**src/rtl/load_store_unit.sv**
```systemverilog
// Load/store unit: turns byte/half/word CPU requests into word-wide DataMemory
// accesses; sub-word stores are read-modify-write through RD then WR.
module lsu_lane (
    input  logic       sel,
    input  logic [7:0] rd_byte,
    input  logic [7:0] wr_byte,
    output logic [7:0] merged
);
    assign merged = sel ? wr_byte : rd_byte;
endmodule

module load_store_unit #(
    parameter int WIDTH = 32,
    parameter int BPW   = 4,
    parameter int DEPTH = 50,
    parameter int AW    = $clog2(DEPTH*BPW)
) (
    input  logic             clk,
    input  logic             reset,
    input  logic             req_valid,
    input  logic             req_write,
    input  logic [1:0]       req_size,
    input  logic             req_signed,
    input  logic [AW-1:0]    req_addr,
    input  logic [WIDTH-1:0] req_wdata,
    output logic             busy,
    output logic             done,
    output logic             rdata_valid,
    output logic [WIDTH-1:0] rdata,
    output logic             misaligned_err,
    output logic [AW-1:0]    mem_read_address,
    output logic [AW-1:0]    mem_write_address,
    output logic [WIDTH-1:0] mem_write_data,
    output logic             mem_write_en,
    output logic             mem_read_en,
    input  logic [WIDTH-1:0] mem_read_data
);
    localparam int AO = $clog2(BPW);

    typedef enum logic [1:0] {IDLE, RD, WR} state_t;
    state_t state, state_nxt;

    logic [AW-1:0]    addr_q;
    logic [1:0]       size_q;
    logic             signed_q;
    logic             write_q;
    logic [WIDTH-1:0] wbuf;
    logic             legal;
    logic [AO-1:0]    off;
    logic [WIDTH-1:0] shifted;
    logic [WIDTH-1:0] load_ext;
    logic [BPW-1:0][7:0] rd_lanes;
    logic [BPW-1:0][7:0] mg_lanes;

    always_comb begin
        legal = 1'b0;
        case (req_size)
            2'b00:   legal = 1'b1;
            2'b01:   legal = ~req_addr[0];
            2'b10:   legal = (req_addr[AO-1:0] == '0);
            default: legal = 1'b0;
        endcase
    end

    always_comb begin
        state_nxt = state;
        case (state)
            IDLE: if (req_valid && legal)
                      state_nxt = (req_write && req_size == 2'b10) ? WR : RD;
            RD:   state_nxt = write_q ? WR : IDLE;
            WR:   state_nxt = IDLE;
            default: state_nxt = IDLE;
        endcase
    end

    always_ff @(posedge clk) begin
        if (reset) state <= IDLE;
        else       state <= state_nxt;
    end

    assign off      = addr_q[AO-1:0];
    assign rd_lanes = mem_read_data;

    // Lane merge for sub-word stores: selected lanes take the store data, the rest keep memory.
    for (genvar k = 0; k < BPW; k++) begin : g_lane
        localparam int HK = k / 2;
        logic       sel;
        logic [7:0] wr_byte;
        always_comb begin
            if (size_q == 2'b00) begin
                sel     = (off == AO'(k));
                wr_byte = wbuf[7:0];
            end else begin
                sel     = (off[AO-1:1] == (AO-1)'(HK));
                wr_byte = wbuf[8*(k%2) +: 8];
            end
        end
        lsu_lane u_lane (
            .sel     (sel),
            .rd_byte (rd_lanes[k]),
            .wr_byte (wr_byte),
            .merged  (mg_lanes[k])
        );
    end

    assign shifted = mem_read_data >> {off, 3'b000};

    always_comb begin
        case (size_q)
            2'b00:   load_ext = {{(WIDTH-8){signed_q & shifted[7]}}, shifted[7:0]};
            2'b01:   load_ext = {{(WIDTH-16){signed_q & shifted[15]}}, shifted[15:0]};
            default: load_ext = shifted;
        endcase
    end

    always_ff @(posedge clk) begin
        if (reset) begin
            addr_q         <= '0;
            size_q         <= '0;
            signed_q       <= 1'b0;
            write_q        <= 1'b0;
            wbuf           <= '0;
            rdata          <= '0;
            done           <= 1'b0;
            rdata_valid    <= 1'b0;
            misaligned_err <= 1'b0;
        end else begin
            done           <= 1'b0;
            rdata_valid    <= 1'b0;
            misaligned_err <= 1'b0;
            case (state)
                IDLE: if (req_valid) begin
                    if (legal) begin
                        addr_q   <= req_addr;
                        size_q   <= req_size;
                        signed_q <= req_signed;
                        write_q  <= req_write;
                        wbuf     <= req_wdata;
                    end else begin
                        misaligned_err <= 1'b1;
                    end
                end
                RD: begin
                    if (write_q) begin
                        wbuf <= mg_lanes;
                    end else begin
                        rdata       <= load_ext;
                        done        <= 1'b1;
                        rdata_valid <= 1'b1;
                    end
                end
                WR: done <= 1'b1;
                default: ;
            endcase
        end
    end

    assign busy              = (state != IDLE);
    assign mem_read_en       = (state == RD);
    assign mem_write_en      = (state == WR);
    assign mem_read_address  = {addr_q[AW-1:AO], {AO{1'b0}}};
    assign mem_write_address = {addr_q[AW-1:AO], {AO{1'b0}}};
    assign mem_write_data    = wbuf;
endmodule

```
**config.mk**
```make
export PLATFORM = sky130hd
export DESIGN_NAME = load_store_unit
export DESIGN_NICKNAME = d
export VERILOG_FILES = /design/src/rtl/load_store_unit.sv
export SDC_FILE = /design/constraint.sdc
export NUM_CORES = 1
export LEC_CHECK = 0
export ABC_AREA = 1
export ABC_CLOCK_PERIOD_IN_PS = 1500
export BUFFER_PORTS_ARGS = -buffer_cell sky130_fd_sc_hd__buf_4
export CAP_MARGIN = 20
export CORE_UTILIZATION = 37
export DETAILED_ROUTE_END_ITERATION = 7
export HOLD_SLACK_MARGIN = 0.08
export SLEW_MARGIN = 20
export SYNTH_ARGS = -nofsm -noshare
export SYNTH_HDL_FRONTEND = slang
export SYNTH_SLANG_ARGS = --single-unit
```
**constraint.sdc**
```tcl
create_clock -name clk -period 1.5 [get_ports clk]
set_input_delay 0.3 -clock clk [delete_from_list [all_inputs] [get_ports clk]]
set_output_delay 0.3 -clock clk [all_outputs]
set_load 0.01 [all_outputs]
```
; ---- After elaboration in Yosys (flattened, before gate mapping)
; Index checks and enable logic that the tools add are counted.
[word_totals]
inputBits = 79
ff_bits = 81
[classes]
n_reduce_logical = 15
shift = 1
eq_ne = 13
bitwise = 8
muxes = 22
[ops]
columns = operator, count
row1 = $pmux 32 s2, 2
row2 = $mux 32, 3
row3 = $mux 8, 5
row4 = $shr 32x5->32, 1
row5 = $logic_not 2->1, 5
row6 = $eq 2x1->1 const B, 4
row7 = $eq 2x2->1 const B, 4
row8 = $ne 2x2->1 const B, 4
row9 = $mux 1, 6
row10 = $mux 2, 3
row11 = $not 1->1, 6
row12 = $reduce_and 5->1, 1
row13 = $pmux 2 s2, 1
row14 = $reduce_and 4->1, 1
row15 = $reduce_bool 2->1, 2
row16 = $pmux 1 s3, 1
row17 = $reduce_and 3->1, 1
row18 = $reduce_or 3->1, 1
row19 = $and 1x1->1, 2
row20 = $logic_and 1x1->1, 2
row21 = $ne 2x1->1 const B, 1
row22 = $pmux 1 s2, 1
row23 = $reduce_and 2->1, 1
row24 = $reduce_or 2->1, 1

; ---- Depth between registers and ports, before layout
[depth]
depth_word = 5
mapped_depth = 11

; ---- Hierarchy
; From an unflattened synthesis, not the netlist that was laid out.
[hier_totals]
cells_unflattened = 923
hier_area_um2 = 5400.2
[by_module_without_submodules]
columns = mod, cells_each, seq_area_each_um2, instances, area_each_um2
row1 = load_store_unit, 819, 1621.6, 1, 4979.8
row2 = lsu_lane, 26, 0.0, 4, 105.1

; ---- Worst setup path before layout
; OpenSTA, ideal clock, no wires.
[synth_timing]
kind = register -> register
from = register state[1]
to = register rdata[0]
setup_slack_ps = -128
path_stages_with_launch = 10
path_buffers = 3
arrival_time_ps = 1512
synth_period_minus_slack_ps = 1628
setup_time_ps = 116
path_cell_list = dfxtp_1 > inv_1 > ha_1 > buf_4 > nand2_2 > inv_1 > buf_2 > buf_2 > o211ai_1 > inv_1
[synth_via]
elab_chain_cells = 2
[synth_rtl]
columns = element, line_no
row1 = "start, declared", 41  ; state_t state, state_nxt;
row2 = "start signal, assigned", 78  ; else state <= state_nxt;
row3 = $eq 2x1->1, n/a
row4 = named net mem_read_en, 35  ; output logic mem_read_en,
row5 = $reduce_and 2->1 (no line), n/a
row6 = "end signal, assigned", 147  ; rdata <= load_ext;
row7 = "end, declared", 29  ; output logic [WIDTH-1:0] rdata,
; The timed path passes the listed nets, and every way through them passes these cells.
; A chain may end at the register's enable or synchronous reset.

; ---- Final worst setup path
[layout_timing]
from = register state[1]
to = register wbuf[10], in the netlist mem_write_data[10]
[layout_via]
elab_chain_cells = 3
word_cells_on_any_way = 8
cone_classes = eq/ne: 4 / mux: 1 / reduce/logical: 3
[layout_rtl]
columns = element, line_no
row1 = $eq 2x1->1 or $logic_not 2->1 (tied branches), 131  ; case (state)
row2 = $ne 2x1->1 (no line) (tied with other cells), n/a
row3 = $reduce_and 4->1 (no line), n/a
row4 = "end signal, assigned", 138  ; wbuf <= req_wdata;
row5 = "end signal, assigned", 145  ; wbuf <= mg_lanes;
row6 = "end, declared", 47  ; logic [WIDTH-1:0] wbuf;
; Parallel ways exist; a longest one is shown, timed or not.

==> PnR_summary.wiki <==
{| class="wikitable"
! Metric !! Value
|-
| Final Skew || between 0.004 and 0.005 ns
|-
| Number of sinks on the clock net || around 80
|-
| Post-detailed-route wirelength per cell || 14.3 µm
|-
| Part of the total power dissipated in the clock network || 0.321
|-
| Number of I/O port buffers || 160
|-
| Cells taking the most area after synthesis || dfxtp_1 (33%), nand2_1 (18%), nor2_1 (13%)
|-
| Cells on worst reg2reg path || 10
|-
| Total design power || 0.00687 W
|-
| Most common cell after layout, fill and taps aside || nand2_1
|-
| Final GP Congestion || 0.909
|-
| Violated checks || setup timing
|-
| Final setup slack of the worst path || -0.00153 ns
|-
| Fin util || 0.528
|-
| Fraction of layout instances using a drive strength above 1 || 0.252
|-
| Worst EP arrival || 1.78 ns
|-
| Root buffer selected by CTS || clkbuf_16
|-
| Number of levels the H-tree was split into || 3
|-
| Clock tree from TritonCTS || yes
|-
| Max Clk Rate || 666 MHz
|-
| Final routed DRC violation total || 0
|-
| Number of instances in the synthesized netlist || 840
|-
| Area growth, synth to finish || 39.7%
|-
| Startpoint class of the critical path || flop
|-
| Unrepaired setup endpoints after global routing || yes
|-
| Required time of the worst setup path || ~1.8 ns
|-
| Routed wire length || 16800 µm
|-
| LEAKAGE || 3.66 nW
|-
| Final hold violation count || 0
|-
| Cell-internal power || 0.00465 W
|-
| Area of the core || 13200 µm²
|-
| Combinational fraction of design power || 0.315
|-
| Switch Pwr || 0.00222 W
|-
| Width of the chip || approximately 120 µm
|-
| Cell taking the most area after synthesis || dfxtp_1
|-
| Sequential power share || 0.364
|-
| Pin count of the biggest net entering global routing || 36
|-
| Max-slew violation count || 0
|-
| Kind of critical path || flop to flop
|-
| First-pass GRT wire length || between 20000 and 30000 µm
|-
| Overflow left after global routing || 0
|-
| Yosys warnings || 0
|-
| Detail Placement HPWL || 12100 µm
|-
| Setup tns final || -0.00244 ns
|-
| Later-pin clock latency in the skew report || 0.34 ns
|-
| Fin crit share || 1.00
|-
| Total vias in the final route || 5611
|-
| Syn Std Cell Area || 4980 µm²
|-
| Die Footprint || 13900 µm²
|-
| Rows || 42
|-
| Max-cap violations || 0
|-
| Clock tree buffer depth || 2
|-
| Sequential share of the synthesized area || 0.326
|-
| Hold crit path type || primary input to flop
|-
| Peak supply drop || 522 µV
|-
| Clock transition at path regs || 0.06 ns
|-
| Number of global-route vias before repair || 4956
|-
| Most frequent cells in the layout || nand2_1 (239), buf_4 (185), nor2_1 (175)
|-
| Starting Density || 0.378
|-
| Layout fillers || 1390
|-
| Post-route minimum period || about 1.5 ns
|-
| Number of distinct library cell variants in the gate-level netlist after synthesis || 29
|-
| Worst hold path cell count || 3
|-
| Detail Route Antenna Nets || 0
|-
| Iteration-0 DRC Markers || ~450
|-
| GR Util All Layers || 0.236
|-
| Crit. End Element || flop
|-
| Result of the run || finished, violations left
|-
| Diode count || 0
|-
| Antenna violations before repair || 0
|-
| Power per Cell Area || 988 nW/µm²
|-
| Avg Vias per Cell || 4.79
|-
| Switching part of the total || 0.323
|-
| Count of boundary I/O pins || 165
|-
| Number of CTS-inserted buffers || 9
|-
| TritonRoute pass-1 iters || 5
|-
| Die Y || 118 µm
|-
| Layout net count || ~1100
|-
| Post-synthesis area per instance || 5.93 µm²
|-
| Area share of the largest cell type after synthesis || 0.326
|-
| Critical Path Fanout Max || 24
|-
| FF+latch count, synth || a little over 80
|-
| Final-report setup violation count || 2
|}
-- final timing paths --
kind,startpoint,end,slack (ns)
worst max-delay path,state[1],mem_write_data[10],-0.002
worst min-delay path,req_addr[6],addr_q[6],0.21
worst max register to register,state[1],mem_write_data[10],-0.002
worst min register to register,signed_q,signed_q,0.48
-- metal layers --
layer  part of all wire  global-route usage
met5                  0                   0
met4              0.021              0.0801
met3              0.061              0.0368
met2               0.46               0.365
met1               0.46               0.332
-- critical path, cell delays in order (launching register included) --
cell and delay, ns:
dfxtp_2 0.33, inv_4 0.07, ha_4 0.19, inv_6 0.05, o21ai_4 0.16, buf_12 0.15, nand3_4 0.08, buf_12 0.17
nand2_1 0.06, nand2_1 0.04, nor2_1 0.12
-- state kept, by name (all words and copies together) (netlist names) --
signal          flops
rdata_valid         1
mem_write_data     32
write_q             1
done                1
signed_q            1
state               2
size_q              2
rdata              32
addr_q              8
misaligned_err      1
-- logic make-up (layout without fill, tap and decap cells) --
family / Yosys count / in the layout / synth area share
compound gates: 95 / 95 / 0.109
fa+ha+maj: 3 / 3 / 0.00754
buf+inv: 163 / 312 / 0.146
flops: 81 / 81 / 0.326
other cells: 1 / 4 / 0.000753
simple gates: 497 / 500 / 0.411
-- synth_stat cells --
master and instances:
buf_4 23, nor3_1 1, ha_1 3, inv_2 4
nand2_2 3, inv_1 89, nand3_2 2, nand2_4 1
o211ai_1 15, a21oi_1 24, buf_2 19, nand4_1 24
o22ai_1 1, nor2_1 176, nor2_2 1, dfxtp_1 81
conb_1 1, o21ai_0 44, buf_6 1, nand3_1 46
a21oi_2 1, nand4_4 1, nand2_1 241, a31oi_1 9
clkbuf_1 22, clkinv_1 1, nor2_8 1, o21ai_4 1
buf_1 4
-- through the flow --
stage	setup slack, ns	area (µm²)	hold slack (ns)	instances
after CTS	0.00309	6790	0.199	1163
final	-0.00153	6960	0.208	1171
after global routing	-0.0894	6960	0.213	1171
after detailed placement	-0.0321	6390	0.468	1142
after floorplan	-0.0189	5060	0.444	843
after global placement	-0.00343	6390	0.472	1142
-- layout make-up --
type	count	area, µm²	area share
multi-input cells	602	2760	0.397
well taps	176	220	0.0316
inverters	94	368	0.0529
clock buffers	13	250	0.0360
repair buffers	202	1690	0.242
clock inverters	3	40.0	0.00575
flip-flops and latches	81	1630	0.234
-- power by group through the flow --
stage	combinational [W]	sequential, W	clock (W)
final	0.00217	0.00250	0.00220
after global routing	0.00239	0.00253	0.00233
after CTS	0.00206	0.00250	0.00225
after detailed placement	0.00200	0.00254	0
after global placement	0.00199	0.00254	0
after floorplan	0.00116	0.00258	0
-- what timing repair did --
action,4_1_cts,5_1_grt
resized for setup,13,26
setup endpoints to repair,35,72
cloned,1,4
pin swaps,3,12
endpoints found under the hold margin,0,0
hold buffers,0,0
setup buffers,4,4
No activity file was read; power rests on OpenSTA's default activity.
